--- src/rtl/bram_rd_pkg.sv ---
`default_nettype none
// ============================================================================
// bram_rd_pkg : shared types and widths for the BRAM stream reader
// Rev 1.0
// ============================================================================
package bram_rd_pkg;

    localparam int ADDR_W = 8;
    localparam int DATA_W = 16;
    localparam int LEN_W  = 9;
    localparam int FIFO_D = 2;
    localparam int CNT_W  = 2;

    typedef enum logic [1:0] {
        ST_IDLE  = 2'd0,
        ST_RUN   = 2'd1,
        ST_DRAIN = 2'd2
    } rd_state_t;

    typedef struct packed {
        logic              last;
        logic [DATA_W-1:0] data;
    } rd_word_t;

endpackage
`default_nettype wire

--- src/rtl/bram_rd_skid.sv ---
`default_nettype none
// ============================================================================
// bram_rd_skid : two-entry output buffer for RAM read words
// Rev 1.0
// ============================================================================
module bram_rd_skid
    import bram_rd_pkg::*;
(
    input  logic             clk,
    input  logic             rst_n,
    input  logic             push,
    input  rd_word_t         push_word,
    output logic             pop_valid,
    input  logic             pop_ready,
    output rd_word_t         pop_word,
    output logic [CNT_W-1:0] count
);

    rd_word_t         mem_q [FIFO_D];
    rd_word_t         mem_d [FIFO_D];
    logic             wr_ptr_q, wr_ptr_d;
    logic             rd_ptr_q, rd_ptr_d;
    logic [CNT_W-1:0] count_q, count_d;
    logic             pop;

    assign pop       = pop_valid & pop_ready;
    assign pop_valid = (count_q != '0);
    assign pop_word  = mem_q[rd_ptr_q];
    assign count     = count_q;

    // The caller never pushes into a full buffer, so push is not gated here.
    always_comb begin
        mem_d    = mem_q;
        wr_ptr_d = wr_ptr_q;
        rd_ptr_d = rd_ptr_q;
        if (push) begin
            mem_d[wr_ptr_q] = push_word;
            wr_ptr_d        = ~wr_ptr_q;
        end
        if (pop) begin
            rd_ptr_d = ~rd_ptr_q;
        end
        count_d = count_q + {{(CNT_W-1){1'b0}}, push} - {{(CNT_W-1){1'b0}}, pop};
    end

    always_ff @(posedge clk or negedge rst_n) begin
        if (!rst_n) begin
            mem_q[0] <= '0;
            mem_q[1] <= '0;
            wr_ptr_q <= 1'b0;
            rd_ptr_q <= 1'b0;
            count_q  <= '0;
        end else begin
            mem_q[0] <= mem_d[0];
            mem_q[1] <= mem_d[1];
            wr_ptr_q <= wr_ptr_d;
            rd_ptr_q <= rd_ptr_d;
            count_q  <= count_d;
        end
    end

endmodule
`default_nettype wire

--- src/rtl/bram_stream_reader.sv ---
`default_nettype none
// ============================================================================
// bram_stream_reader : walks a base/length/stride window of an SB_RAM256x16
//                      and presents the words on a valid/ready stream
// Rev 1.0
// ============================================================================
module bram_stream_reader
    import bram_rd_pkg::*;
(
    input  logic              clk,
    input  logic              rst_n,
    input  logic              start,
    input  logic              stop,
    input  logic [ADDR_W-1:0] base_addr,
    input  logic [LEN_W-1:0]  length,
    input  logic [ADDR_W-1:0] stride,
    input  logic              loop,
    output logic [ADDR_W-1:0] raddr,
    output logic              read_en,
    output logic              rclke,
    input  logic [DATA_W-1:0] rdata,
    output logic [DATA_W-1:0] m_data,
    output logic              m_valid,
    input  logic              m_ready,
    output logic              m_last,
    output logic              busy,
    output logic              done
);

    rd_state_t         state_q, state_d;
    logic [ADDR_W-1:0] addr_q, addr_d;
    logic [ADDR_W-1:0] base_q, base_d;
    logic [ADDR_W-1:0] stride_q, stride_d;
    logic [LEN_W-1:0]  remaining_q, remaining_d;
    logic [LEN_W-1:0]  len_q, len_d;
    logic              loop_q, loop_d;
    logic              inflight_q, inflight_d;
    logic              tag_q, tag_d;
    logic              done_q, done_d;

    logic [CNT_W-1:0]  fifo_count;
    rd_word_t          push_word;
    rd_word_t          pop_word;
    logic              pop;
    logic [2:0]        occupancy;
    logic              issue;
    logic              final_read;

    bram_rd_skid u_skid (
        .clk       (clk),
        .rst_n     (rst_n),
        .push      (inflight_q),
        .push_word (push_word),
        .pop_valid (m_valid),
        .pop_ready (m_ready),
        .pop_word  (pop_word),
        .count     (fifo_count)
    );

    assign push_word  = '{last: tag_q, data: rdata};
    assign m_data     = pop_word.data;
    assign m_last     = pop_word.last;
    assign pop        = m_valid & m_ready;

    // A word leaving this cycle frees its slot, which keeps one word per clock flowing.
    assign occupancy  = {1'b0, fifo_count} + {2'b00, inflight_q} - {2'b00, pop};
    assign issue      = (state_q == ST_RUN) && (occupancy < 3'd2);
    assign final_read = (remaining_q == LEN_W'(1));

    assign read_en    = issue;
    assign rclke      = issue;
    assign raddr      = addr_q;
    assign busy       = (state_q != ST_IDLE);
    assign done       = done_q;

    always_comb begin
        state_d     = state_q;
        addr_d      = addr_q;
        base_d      = base_q;
        stride_d    = stride_q;
        remaining_d = remaining_q;
        len_d       = len_q;
        loop_d      = loop_q;
        tag_d       = tag_q;
        inflight_d  = issue;
        done_d      = 1'b0;

        case (state_q)
            ST_IDLE: begin
                if (start) begin
                    if (length != '0) begin
                        state_d     = ST_RUN;
                        addr_d      = base_addr;
                        base_d      = base_addr;
                        stride_d    = stride;
                        remaining_d = length;
                        len_d       = length;
                        loop_d      = loop;
                    end else begin
                        done_d = 1'b1;
                    end
                end
            end
            ST_RUN: begin
                if (issue) begin
                    tag_d = final_read;
                    if (final_read) begin
                        if (loop_q) begin
                            addr_d      = base_q;
                            remaining_d = len_q;
                        end else begin
                            state_d = ST_DRAIN;
                        end
                    end else begin
                        addr_d      = addr_q + stride_q;
                        remaining_d = remaining_q - LEN_W'(1);
                    end
                end
                if (stop) begin
                    state_d = ST_DRAIN;
                end
            end
            ST_DRAIN: begin
                if (!inflight_q && (fifo_count == '0)) begin
                    state_d = ST_IDLE;
                    done_d  = 1'b1;
                end
            end
            default: begin
                state_d = ST_IDLE;
            end
        endcase
    end

    always_ff @(posedge clk or negedge rst_n) begin
        if (!rst_n) begin
            state_q     <= ST_IDLE;
            addr_q      <= '0;
            base_q      <= '0;
            stride_q    <= '0;
            remaining_q <= '0;
            len_q       <= '0;
            loop_q      <= 1'b0;
            inflight_q  <= 1'b0;
            tag_q       <= 1'b0;
            done_q      <= 1'b0;
        end else begin
            state_q     <= state_d;
            addr_q      <= addr_d;
            base_q      <= base_d;
            stride_q    <= stride_d;
            remaining_q <= remaining_d;
            len_q       <= len_d;
            loop_q      <= loop_d;
            inflight_q  <= inflight_d;
            tag_q       <= tag_d;
            done_q      <= done_d;
        end
    end

endmodule
`default_nettype wire

--- config.mk ---
export PLATFORM = sky130hd
export DESIGN_NAME = bram_stream_reader
export DESIGN_NICKNAME = d
export VERILOG_FILES = /design/src/rtl/bram_rd_pkg.sv /design/src/rtl/bram_rd_skid.sv /design/src/rtl/bram_stream_reader.sv
export SDC_FILE = /design/constraint.sdc
export NUM_CORES = 1
export LEC_CHECK = 0
export CAP_MARGIN = 25
export CELL_PAD_IN_SITES_DETAIL_PLACEMENT = 1
export CELL_PAD_IN_SITES_GLOBAL_PLACEMENT = 1
export CORE_ASPECT_RATIO = 1.4
export CORE_MARGIN = 5
export CORE_UTILIZATION = 43
export CTS_CLUSTER_SIZE = 20
export DETAILED_ROUTE_END_ITERATION = 6
export PLACE_DENSITY = 0.91
export SYNTH_ARGS = -nofsm -noshare
export SYNTH_HDL_FRONTEND = slang
export SYNTH_SLANG_ARGS = --single-unit
--- constraint.sdc ---
create_clock -name clk -period 10.7 [get_ports clk]
set_input_delay 3.21 -clock clk [delete_from_list [all_inputs] [get_ports clk]]
set_output_delay 3.21 -clock clk [all_outputs]
set_load 0.02 [all_outputs]
# After elaboration in Yosys (flattened, before gate mapping)
# Cells that the tools add are included.
dict set report totals {
  ff_bits 86
}
dict set report classes {
  n_addsub 6
  n_lt_le_gt_ge 4
  eq_ne 11
  muxes 30
  n_bitwise 5
  reduce_logical 14
}
# op count
set ops {}
lappend ops {{$mux 17} 4}
lappend ops {{$mux 9} 5}
lappend ops {{$mux 8} 5}
lappend ops {{$bwmux 34} 1}
lappend ops {{$pmux 9 s2} 1}
lappend ops {{$demux 17 s1} 1}
lappend ops {{$pmux 8 s2} 1}
lappend ops {{$mux 2} 7}
lappend ops {{$ne 3x3->1 const B} 4}
lappend ops {{$eq 9x1->1 const B} 1}
lappend ops {{$reduce_bool 9->1} 1}
lappend ops {{$sub 9x1->9 const B} 1}
lappend ops {{$add 8x8->8} 1}
lappend ops {{$ne 2x2->1 const B} 4}
lappend ops {{$pmux 2 s3} 1}
lappend ops {{$reduce_and 6->1} 1}
lappend ops {{$reduce_bool 2->1} 3}
lappend ops {{$reduce_and 5->1} 1}
lappend ops {{$ge 2x2->1 const B} 2}
lappend ops {{$logic_not 2->1} 2}
lappend ops {{$not 1->2} 2}
lappend ops {{$add 2x1->3} 1}
lappend ops {{$logic_and 1x1->1} 3}
lappend ops {{$lt 3x2->1 const B} 1}
lappend ops {{13 further kinds} 16}

# Longest topological paths before layout
# Gate-level depths: netlist of run 1.
dict set report logic_depth {
  depth_word 8
  mapped_depth 14
}

# Hierarchy
# A second synthesis of run 1 with hierarchy kept.
dict set report unflattened {
  cells_unflattened 380
  area_unflattened_um2 4479.3
}
# mod n_inst cells_per_inst area_per_inst_um2 seq_area_each_um2
set modules_own_cells {}
lappend modules_own_cells {bram_stream_reader 1 274 2770.2 1201.2}
lappend modules_own_cells {bram_rd_skid 1 106 1709.1 950.9}

# Worst setup path before layout of run 1
# OpenSTA, ideal clock, no wires.
dict set report synth_path {
  kind {input -> output}
  from {input port m_ready}
  to {output port read_en}
  arrival_time_ns 5.110
  required_ns 7.490
  path_slack_ns 2.380
  cell_stages 8
  n_path_buf 1
  path_cell_list {and2_1 > ha_1 > inv_1 > ha_1 > fa_1 > or3_1 > inv_1 > buf_4}
}
dict set report synth_via {
  elab_chain_cells 4
}
# element line
set synth_lines {}
lappend synth_lines {{start: declaration} bram_stream_reader.sv:24} ;# input logic m_ready,
lappend synth_lines {{$and 1x1->1} bram_stream_reader.sv:63} ;# assign pop = m_valid & m_ready;
lappend synth_lines {{$sub 3x1->3} bram_stream_reader.sv:66} ;# assign occupancy = {1'b0, fifo_count} + {2'b00, inflight_q} - {2'b00, pop};
lappend synth_lines {{named net occupancy[1]} bram_stream_reader.sv:45} ;# logic [2:0] occupancy;
lappend synth_lines {{$lt 3x2->1} bram_stream_reader.sv:67} ;# assign issue = (state_q == ST_RUN) && (occupancy < 3'd2);
lappend synth_lines {{$logic_and 1x1->1} bram_stream_reader.sv:67}
lappend synth_lines {{end: declaration} bram_stream_reader.sv:19} ;# output logic read_en,
# The timed path passes the listed nets, and every way through them passes these cells.

# Worst setup path after layout of run 1
dict set report layout_path {
  from {input port m_ready}
  to {output port rclke}
}
dict set report layout_via {
  elab_chain_cells 4
}
# element line
set layout_lines {}
lappend layout_lines {{$and 1x1->1} bram_stream_reader.sv:63}
lappend layout_lines {{named net pop} bram_stream_reader.sv:44} ;# logic pop;
lappend layout_lines {{$sub 3x1->3} bram_stream_reader.sv:66}
lappend layout_lines {{named net occupancy[1]} bram_stream_reader.sv:45}
lappend layout_lines {{$lt 3x2->1} bram_stream_reader.sv:67}
lappend layout_lines {{$logic_and 1x1->1} bram_stream_reader.sv:67}
lappend layout_lines {{end: declaration} bram_stream_reader.sv:20} ;# output logic rclke,
# The timed path passes the listed nets, and every way through them passes these cells.

==> out/qor.txt, run 1 <==
Initial DRC Count = 72
Post-Layout Cell Count = 586
HPWL after detailed placement = 7740 um
Num Clock Sinks = 86
cell area after synthesis = 4340 sq um
CTS max path bufs = 2
critical path fanouts, max = 4
Worst setup EP type = primary output
Placer Congestion = 0.756
Ports = 77
fill cell count = 1076
element type at the critical path start = primary input
Area growth syn-to-layout = 26.1%
LEAKAGE = 2.28 nW
post-synthesis area per instance = 11.5 sq um
TritonRoute pass-1 iters = 4
fmax = 108 MHz
R2R Path End = raddr[7]$_DFFE_PN0P_
PostCTS Resize Cnt = 0
largest net degree at the start of global routing = 57
proportion of layout cells with a drive suffix above 1 = 0.244
Reg2Reg Setup Slack = 7.08 ns
min cycle time layout = 9.24 ns
status = finished, final reports clean
Mapped Cells = 376
HP Start = state_q[0]$_DFFE_PN0P_
initial antenna violation count = 0
final slew viol count = 0
crit path kind = primary input to primary output
worst hold stages = 1
Rows = 43
DR vias = 3164
Tot GR Track Use = 0.186
Placeable Area = 9900 sq um
Initial Utilization = 0.438
Max-Cap Viols = 0
H-tree depth = 3
number of diodes = 0
total grt overflow = 0
Final Routed Wirelength = 10800 um
Net Count, Synth = 436
CTS tree = done
die area = 12200 sq um
unrepaired setup endpoints after global routing = no
number of port buffers = 76
Max-slew headroom = 0.391
Yosys reg bits = 86
first-pass GRT wire length = 17600 um
nets = 506
drt wl/cell = 18.5 um
Top FF cell, synth = dfrtp_1
vias per cell = 5.40
Post-CTS Repair Setup Buffers = 0
Hold Buf Count CTS = 0
final hold violation count = 0
Worst IR Drop VDD = 0.133 mV
final worst path period share = 0.864
Final setup viols = 0
synth unique cells = 49
worst r2r src = u_skid.count[1]$_DFF_PN0_
Post-synth EDFFs = 0
Crit path required time = 7.49 ns
worst skew pair latency = 0.34 ns
Synthesis Warnings = 0
Arr. time, crit path = 6.03 ns
ys async rst share = 1.00
Die H = 129 um
number of global-route vias before repair = 3528
Routed Antenna Nets = 0
Worst Hold Class = flop to flop
Fin Setup TNS = 0 ns
Inserted Clock Buffers = 9
root buffer cell = clkbuf_16
placed cell count = 569
Pwr per Cell Area = 328 nW/um^2
Slew @ Worst Pin = 0.912 ns
Register-to-Register Path Depth = 12
WHS Endpoint = done$_DFF_PN0_
sequential area share after synthesis = 0.496
die width = 94.9 um
drt drc = 0
clock-pin slew on the worst setup and hold paths = 0.06 ns
Max Clock Skew = 0.00612 ns
==> flip-flops by register name, summed over array words and instances, names as in the netlist <==
signal and flops:
stride_q 8, len_q 9, remaining_q 9, u_skid.mem_q 34
done 1, raddr 8, loop_q 1, tag_q 1
u_skid.rd_ptr_q 1, u_skid.count 2, u_skid.wr_ptr_q 1, base_q 8
state_q 2, inflight_q 1
==> per-layer routing <==
layer	track usage	vias to the layer above	share of wire	wire length [um]
li1	-	1468	-	-
met1	0.206	1611	0.39	4260
met2	0.345	71	0.55	5930
met3	0.0398	14	0.040	431
met4	0.0680	0	0.019	201
met5	0	-	0	0
==> critical path: stages <==
cell,delay (ns)
clkdlybuf4s50_1,0.40
and2_1,0.17
ha_1,0.29
inv_1,0.04
ha_1,0.18
fa_1,0.50
or3_1,0.45
inv_1,0.15
clkdlybuf4s50_1,0.62
==> layout make-up <==
cell class / instances / area, sq um / area share
flip-flops and latches: 86 / 2150 / 0.393
multi-input cells: 252 / 2000 / 0.366
repair buffers: 80 / 808 / 0.148
clock buffers: 9 / 225 / 0.0412
well taps: 135 / 169 / 0.0309
inverters: 17 / 63.8 / 0.0117
clock inverters: 7 / 48.8 / 0.00892
==> power by group <==
group / internal (mW) / switching, mW / total, mW
clock: 0.157 / 0.130 / 0.287
sequential: 0.486 / 0.124 / 0.610
combinational: 0.455 / 0.444 / 0.899
total: 1.10 / 0.697 / 1.80
==> layout by cell type, fill, tap and decap left out, types with 5 or more instances in the layout <==
| master | count |
|---|---|
| ha_1 | 11 |
| o211ai_1 | 5 |
| nand2_1 | 16 |
| a21oi_1 | 24 |
| nor3_1 | 6 |
| o21ai_0 | 12 |
| xnor2_1 | 6 |
| dfrtp_1 | 86 |
| a211oi_1 | 5 |
| clkbuf_16 | 9 |
| nor2_1 | 28 |
| clkdlybuf4s50_1 | 75 |
| nand3_1 | 9 |
| a31oi_1 | 5 |
| mux2_2 | 77 |
| inv_1 | 17 |
==> synth_stat cells, types with 5 or more instances <==
cell | n | area share
a31oi_1 | 5 | 0.0072
a21oi_1 | 24 | 0.028
nand3_1 | 9 | 0.010
dfrtp_1 | 86 | 0.50
xnor2_1 | 6 | 0.012
nor3_1 | 6 | 0.0069
nor2_1 | 28 | 0.024
clkbuf_1 | 10 | 0.0087
mux2_2 | 77 | 0.20
a211oi_1 | 5 | 0.0087
o211ai_1 | 5 | 0.0087
nand2_1 | 16 | 0.014
inv_1 | 17 | 0.015
o21ai_0 | 12 | 0.014
ha_1 | 11 | 0.032
==> worst max-delay path by stage <==
stage / from / to
finish: m_ready / rclke
global route: m_ready / read_en
CTS: m_ready / rclke
detailed placement: m_ready / rclke
global placement: m_ready / read_en
floorplan: m_ready / read_en
==> through the flow <==
| step | area [sq um] | total power [mW] | worst slack (ns) | hold slack, ns | util |
|---|---|---|---|---|---|
| after global placement | 5160 | 1.44 | 1.57 | 0.475 | 0.521 |
| after floorplan | 4340 | 1.20 | 2.38 | 0.448 | - |
| final | 5470 | 1.80 | 1.46 | 0.488 | 0.553 |
| after CTS | 5460 | 1.82 | 1.45 | 0.486 | 0.552 |
| after detailed placement | 5190 | 1.51 | 1.46 | 0.478 | 0.524 |
| after global routing | 5470 | 1.92 | 1.37 | 0.521 | 0.553 |
==> cells by family after synthesis <==
kind of cell,count (synthesis),synth area share
flip-flops,86,0.496
AND/OR/NAND/NOR,82,0.0934
multiplexers,77,0.200
AO/OA/AOI/OAI,71,0.109
buffers and inverters,38,0.0430
adder cells (fa/ha/maj),13,0.0409
XOR/XNOR,9,0.0182
No activity file was read; power rests on OpenSTA's default activity.
==> run 2: changes to the inputs <==
--- a/config.mk
+++ b/config.mk
@@ -9,7 +9,7 @@
 export CELL_PAD_IN_SITES_DETAIL_PLACEMENT = 1
 export CELL_PAD_IN_SITES_GLOBAL_PLACEMENT = 1
 export CORE_ASPECT_RATIO = 1.4
-export CORE_MARGIN = 5
+export CORE_MARGIN = 4
 export CORE_UTILIZATION = 43
 export CTS_CLUSTER_SIZE = 20
 export DETAILED_ROUTE_END_ITERATION = 6
==> constraint.sdc (replaced) <==
create_clock -name clk -period 10.7 [get_ports clk]
set_input_delay 3.21 -clock clk [delete_from_list [all_inputs] [get_ports clk]]
set_output_delay 3.21 -clock clk [all_outputs]
set_load 0.005 [all_outputs]
==> out/qor.txt, run 2 (synthesis gave the netlist of run 1 again) <==
status = finished, final reports clean
worst hold stages = 1
root buffer cell = clkbuf_16
crit path kind = primary input to primary output
CTS max path bufs = 2
Num Clock Sinks = 86
clock-pin slew on the worst setup and hold paths = 0.06 ns
Pwr per Cell Area = 314 nW/um^2
LEAKAGE = 2.29 nW
H-tree depth = 3
Ports = 77
drt drc = 0
top flop regs = u_skid.mem_q x34, len_q x9, remaining_q x9
number of port buffers = 76
largest net degree at the start of global routing = 55
min cycle time layout = 9.15 ns
HP Start = u_skid.wr_ptr_q$_DFFE_PN0P_
worst r2r src = u_skid.count[1]$_DFF_PN0_
total grt overflow = 0
Worst IR Drop VDD = 0.129 mV
final slew viol count = 0
placed cell count = 570
Die H = 127 um
Slew @ Worst Pin = 0.887 ns
Max-slew headroom = 0.407
Worst Hold Class = flop to flop
post-layout util = 0.554
Initial Utilization = 0.438
element type at the critical path start = primary input
Routed Antenna Nets = 0
Max Clock Skew = 0.00678 ns
Final setup viols = 0
Max-Cap Viols = 0
Initial DRC Count = 132
CTS tree = done
Crit path required time = 7.49 ns
final hold violation count = 0
worst skew pair latency = 0.34 ns
first-pass GRT wire length = 18400 um
most frequent cells in the layout = dfrtp_1, mux2_2, clkdlybuf4s50_1, nor2_1, a21oi_1
number of diodes = 0
PostCTS Resize Cnt = 0
DR vias = 3238
number of global-route vias before repair = 3656
Placer Congestion = 0.735
unrepaired setup endpoints after global routing = no
TritonRoute pass-1 iters = 4
Area growth syn-to-layout = 26.3%
vias per cell = 5.52
Inserted Clock Buffers = 9
CP endpoint = rclke
Register-to-Register Path Depth = 12
Placeable Area = 9900 sq um
Fin Setup TNS = 0 ns
Tot GR Track Use = 0.197
Reg2Reg Setup Slack = 7.13 ns
Hold Buf Count CTS = 0
fmax = 109 MHz
nets = 507
R2R Path End = raddr[6]$_DFFE_PN0P_
die area = 11800 sq um
Post-Layout Cell Count = 587
HPWL after detailed placement = 7710 um
CP startpoint = m_ready
initial antenna violation count = 0
critical path fanouts, max = 4
proportion of layout cells with a drive suffix above 1 = 0.243
Rows = 43
Post-CTS Repair Setup Buffers = 0
die width = 92.9 um
commonest non-fill, non-tap cell in the layout = dfrtp_1
final instance area = 5480 sq um
placed cell area = 5190 sq um
Biggest register = u_skid.mem_q
final worst path period share = 0.855
Arr. time, crit path = 5.94 ns
Final Routed Wirelength = 10800 um
fill cell count = 1086
number of flip-flops in the largest register = 34
Worst setup EP type = primary output
drt wl/cell = 18.4 um
## run 2: layout make-up
type	instances	area, sq um	area share
sequential	86	2150	0.393
multi-input combinational	252	2000	0.365
timing repair buffer	81	816	0.149
clock buffer	9	225	0.0411
tap	135	169	0.0308
inverter	17	63.8	0.0116
clock inverter	7	55.1	0.0100
## run 2: worst min path at each step
stage,end,slack [ns]
finish,u_skid.wr_ptr_q$_DFFE_PN0P_,0.50
global route,u_skid.wr_ptr_q$_DFFE_PN0P_,0.52
CTS,done$_DFF_PN0_,0.50
detailed placement,u_skid.mem_q[13]$_DFFE_PN0P_,0.49
global placement,u_skid.wr_ptr_q$_DFFE_PN0P_,0.48
floorplan,done$_DFF_PN0_,0.45
## run 2: metrics by stage
stage / power, mW / hold WS (ns) / setup WS, ns
2_1_floorplan: 1.12 / 0.448 / 2.53
3_3_place_gp: 1.36 / 0.476 / 1.65
3_5_place_dp: 1.43 / 0.488 / 1.57
4_1_cts: 1.75 / 0.498 / 1.54
5_1_grt: 1.86 / 0.520 / 1.41
6_report: 1.72 / 0.504 / 1.55
## run 2: where the power goes
| group | total (mW) | switching (mW) | internal, mW |
|---|---|---|---|
| clock network | 0.297 | 0.136 | 0.161 |
| registers | 0.609 | 0.123 | 0.486 |
| logic | 0.815 | 0.361 | 0.454 |
## run 2: worst max-delay path, cell delays in order
cell	delay [ns]
clkdlybuf4s50_1	0.40
and2_1	0.16
ha_1	0.29
inv_1	0.04
ha_1	0.18
fa_1	0.51
or3_1	0.46
inv_1	0.16
clkdlybuf4s50_1	0.53
## run 2: per-layer routing
layer	wire (um)	part of all wire	track usage
met2	5840	0.54	0.359
met1	4300	0.40	0.223
met3	447	0.041	0.0386
met4	204	0.019	0.0828
met5	0	0	0
==> patch 1: new RTL, flow settings as in run 2 <==
The 3 states of `rd_state_t` get a one-hot encoding in 3 bits.
--- a/src/rtl/bram_rd_pkg.sv
+++ b/src/rtl/bram_rd_pkg.sv
@@ -11,10 +11,10 @@
     localparam int FIFO_D = 2;
     localparam int CNT_W  = 2;
 
-    typedef enum logic [1:0] {
-        ST_IDLE  = 2'd0,
-        ST_RUN   = 2'd1,
-        ST_DRAIN = 2'd2
+    typedef enum logic [2:0] {
+        ST_IDLE  = 3'b001,
+        ST_RUN   = 3'b010,
+        ST_DRAIN = 3'b100
     } rd_state_t;
 
     typedef struct packed {
Check against the original RTL: same outputs for any inputs over 4 cycles, from zero or initial values and one cycle with rst_n low; so few cycles prove little.
==> patch 1 against run 2 <==
  * Wire length about the same
  * Global-route usage decreased by 0.14 points
  * Sequential cell count is 1 higher
  * First-iteration DRC count shrank 58%
  * Synthesized area grew 1.1%
  * Power fell by 3.9%
  * Design area is 1.3% higher
  * Clock skew increased by 1.4 ps
  * Clock power increased by 4%
  * Maximum frequency increased by 2.3%
  * Setup slack improved by 210 ps
  * Critical path type unchanged
==> patch 1: results (changes against run 2) <==
Min path
  – Hold EP: u_skid.mem_q[22] (was u_skid.wr_ptr_q)
  – Hold Path Origin: u_skid.mem_q[22] (was u_skid.wr_ptr_q)

Place
  – Place WS: 1730 ps (was 1570 ps)
  – DP Area: 5260 um2 (was 5190 um2)
  – Final HPWL DP: 7880 um (was 7710 um)
  – GPL Wtd Cong: 0.760 (was 0.735)

STA
  – Worst Skew: 8.20 ps (was 6.78 ps)
  – Worst slew margin: 0.409 (was 0.407)
  – Setup WS post-layout: 1760 ps (was 1550 ps)

Global route
  – Overall routing resource usage: 0.196 (was 0.197)
  – Global-route wire length before repair: 18,300 um (was 18,400 um)
  – Largest net degree at the start of global routing: 58 (was 55)
  – Vias in the first global route: 3,686 (was 3,656)

Synth
  – Synthesized instance count: 390 (was 376)
  – Synthesized net count: 450 (was 436)
  – Most frequent cells after synthesis: 86 x dfrtp_1, 76 x mux2_2, 34 x nor2_1 (was 86 x dfrtp_1, 77 x mux2_2, 28 x nor2_1)
  – Netlist cell types: 48 (was 49)
  – Area contributors post-synth: dfrtp_1 49%, mux2_2 20%, ha_1 3.1% (was dfrtp_1 50%, mux2_2 20%, ha_1 3.2%)

Cells and area
  – Area Overhead vs Synth: 26.6% (was 26.3%)
  – Layout net count: 520 (was 507)
  – Non-Filler Instances: 600 (was 587)
  – Biggest regs: u_skid.mem_q x34, len_q x9, remaining_q x9 (unchanged)
  – Fillers: 1,044 (was 1,086)
  – Share of cells above drive strength 1: 0.230 (was 0.243)

Pwr
  – VDD IR max: 0.133 mV (was 0.129 mV)
  – Psw: 0.568 mW (was 0.621 mW)
  – Leak: 2.35 nW (was 2.29 nW)

Detailed routing
  – Via count: 3,244 (was 3,238)
  – DR iter-0 viols: 56 (was 132)
  – Detailed Route WL: 10,800 um (about the same)

Critical path
  – Worst path arrival time: 5730 ps (was 5940 ps)
  – Crit. Startpoint: m_ready (unchanged)
  – Worst r2r path cells: 13 (was 12)
  – R2R setup slack: 7600 ps (was 7130 ps)

Outcome
  – Status: complete, no violations (unchanged)
patch 1: changes by cell type after synthesis, moves of 3 or more:
cell     delta
a31oi_1     +3
inv_1       -3
nand2_1    +10
nand3_1     -4
nor2_1      +6
o21ai_0     +3
or3_1       -4
xnor2_1     -3
patch 1: kinds of logic after synthesis:
| family | count (synthesis) | share of synthesized area |
|---|---|---|
| xor+xnor | 7 | 0.0140 |
| flops | 87 | 0.497 |
| fa+ha+maj | 13 | 0.0405 |
| simple gates | 93 | 0.0979 |
| compound gates | 77 | 0.115 |
| buf+inv | 35 | 0.0365 |
| mux | 78 | 0.200 |
patch 1: final cells by class:
type	count	share of cell area
Clock inverter	7	0.0131
Tap cell	135	0.0304
Inverter	14	0.00946
Timing Repair Buffer	80	0.146
Multi-Input combinational cell	268	0.369
Sequential cell	87	0.392
Clock buffer	9	0.0406
patch 1: worst max-delay path by stage:
stage / to / cells past startpoint
after floorplan: read_en / 10
after global placement: rclke / 11
after detailed placement: rclke / 11
after CTS: rclke / 11
after global routing: read_en / 11
final: rclke / 11
patch 1: metal layers:
metal	up-vias	part of all wire	global-route usage
met5	-	0	0
met4	0	0.018	0.0733
met3	15	0.039	0.0389
met2	70	0.54	0.356
met1	1631	0.40	0.224
li1	1528	-	-
patch 1: power groups by stage:
stage / Clock (mW) / Sequential [mW] / Combinational, mW
final: 0.309 / 0.613 / 0.731
after CTS: 0.319 / 0.615 / 0.744
after detailed placement: 0 / 0.618 / 0.733
after global placement: 0 / 0.600 / 0.695
after floorplan: 0 / 0.567 / 0.489
after global routing: 0.335 / 0.637 / 0.814
patch 1: stage by stage:
step / total power [mW] / hold slack, ps
after floorplan: 1.06 / 463
after global placement: 1.29 / 477
after detailed placement: 1.35 / 493
after CTS: 1.68 / 507
after global routing: 1.79 / 518
final: 1.65 / 501
==> patch 2: new RTL, config.mk and constraints of run 2 <==
Without the edit above. Change the package constant `ADDR_W` from 8 to 9.
--- a/src/rtl/bram_rd_pkg.sv
+++ b/src/rtl/bram_rd_pkg.sv
@@ -5,7 +5,7 @@
 // ============================================================================
 package bram_rd_pkg;
 
-    localparam int ADDR_W = 8;
+    localparam int ADDR_W = 9;
     localparam int DATA_W = 16;
     localparam int LEN_W  = 9;
     localparam int FIFO_D = 2;
Interface: changed (resized base_addr, raddr and stride); port bits go from 77 to 80. No check against the original RTL was run, so the function may have changed too.
==> patch 2 against run 2 <==
  * Maximum frequency decreased by 1.2%
  * First-iteration DRC count increased by 37%
  * Power increased by 8.6%
  * Highest routed layer unchanged
  * Design area increased by 4.9%
  * Sequential cell count increased by 3
  * Count of clock-buffer cells in the layout increased by 1
  * Wire length increased by 20%
  * Synthesized area increased by 4.1%
  * Sequential share of layout area decreased by 0.52 points
  * Via count increased by 6.9%
  * Setup slack got worse by 110 ps
==> patch 2: results (changes against run 2) <==
Outcome
  – Status: complete, no violations (unchanged)

Cells and area
  – Share of cells above drive strength 1: 0.251 (was 0.243)
  – Non-Filler Instances: 604 (was 587)

Pwr
  – Seq power: 0.647 mW (was 0.609 mW)
  – VDD IR max: 0.101 mV (was 0.129 mV)
  – Switching share of power: 0.374 (was 0.361)
  – Psw: 0.700 mW (was 0.621 mW)
  – Leak: 2.42 nW (was 2.29 nW)

Place
  – Inst Count DP: 586 (was 570)
  – Place WS: 1560 ps (was 1570 ps)
  – Port Buffer Count: 79 (was 76)
  – DP Area: 5400 um2 (was 5190 um2)

Detailed routing
  – Vias per cell: 5.73 (was 5.52)
  – M1 WL: 5080 um (was 4300 um)
  – DR iter-0 viols: 181 (was 132)
  – Per-cell routed wire length: 21.5 um (was 18.4 um)

Global route
  – Met1 Track Usage GR: 0.255 (was 0.223)
  – Largest net degree at the start of global routing: 84 (was 55)
  – M3 GR Usage: 0.0569 (was 0.0386)
  – Overall routing resource usage: 0.219 (was 0.197)
  – M2 GR Usage: 0.382 (was 0.359)
  – Vias in the first global route: 3,821 (was 3,656)

Synth
  – Most frequent cells after synthesis: 89 x dfrtp_1, 77 x mux2_2, 29 x nor2_1 (was 86 x dfrtp_1, 77 x mux2_2, 28 x nor2_1)
  – Netlist cell types: 61 (was 49)
  – Sequential share of the synthesized area: 0.493 (was 0.496)
  – Area contributors post-synth: dfrtp_1 49%, mux2_2 19%, ha_1 3.3% (was dfrtp_1 50%, mux2_2 20%, ha_1 3.2%)

Min path
  – Hold EP: u_skid.mem_q[24] (was u_skid.wr_ptr_q)

Critical path
  – Peak fanout along the critical path: 5 (was 4)
  – FF-to-FF End: remaining_q[8] (was raddr[6])
  – R2R setup slack: 7580 ps (was 7130 ps)
  – Worst r2r path cells: 10 (was 12)

STA
  – Worst hold slack: 508 ps (was 504 ps)
[patch 2: changes by cell type in the layout (fill, tap and decap cells not counted), moves of 3 or more]
cell / before / now
nand2_1: 16 / 25
clkdlybuf4s50_1: 75 / 78
a211oi_2: 3 / 0
a211o_1: 0 / 3
nor3_1: 6 / 3
or2_2: 1 / 4
dfrtp_1: 86 / 89
inv_1: 17 / 7
or3_1: 4 / 1
a21oi_1: 24 / 19
nand3_1: 9 / 3
[patch 2: critical path, stage by stage]
cell and delay [ps]:
clkdlybuf4s50_1 400, and2_1 170, ha_1 290, inv_1 50, ha_1 190, fa_1 540
nor3_1 560, clkdlybuf4s50_1 630
[patch 2: area by class of cell]
class / count / area [um2]
Fill cell: 1124 / 4600
Clock inverter: 6 / 71.3
Inverter: 7 / 26.3
Tap cell: 138 / 173
Sequential cell: 89 / 2230
Timing Repair Buffer: 86 / 861
Clock buffer: 10 / 239
Multi-Input combinational cell: 268 / 2150
[patch 2: cell families (layout without fill, tap and decap cells)]
kind of cell             Yosys count  in the layout  synth area share
AO/OA/AOI/OAI                     82             82             0.128
buffers and inverters             28            109            0.0307
XOR/XNOR                           9              9            0.0174
adder cells (fa/ha/maj)           14             14            0.0421
flip-flops                        89             89             0.493
multiplexers                      77             77             0.192
AND/OR/NAND/NOR                   86             86            0.0966
[patch 2: worst max path at each step]
stage | from | to | slack, ps | cells past startpoint
2_1_floorplan | m_ready | read_en | 2580 | 7
3_3_place_gp | m_ready | read_en | 1670 | 8
3_5_place_dp | m_ready | rclke | 1560 | 8
4_1_cts | m_ready | rclke | 1500 | 8
5_1_grt | m_ready | rclke | 1330 | 8
6_report | m_ready | rclke | 1440 | 8
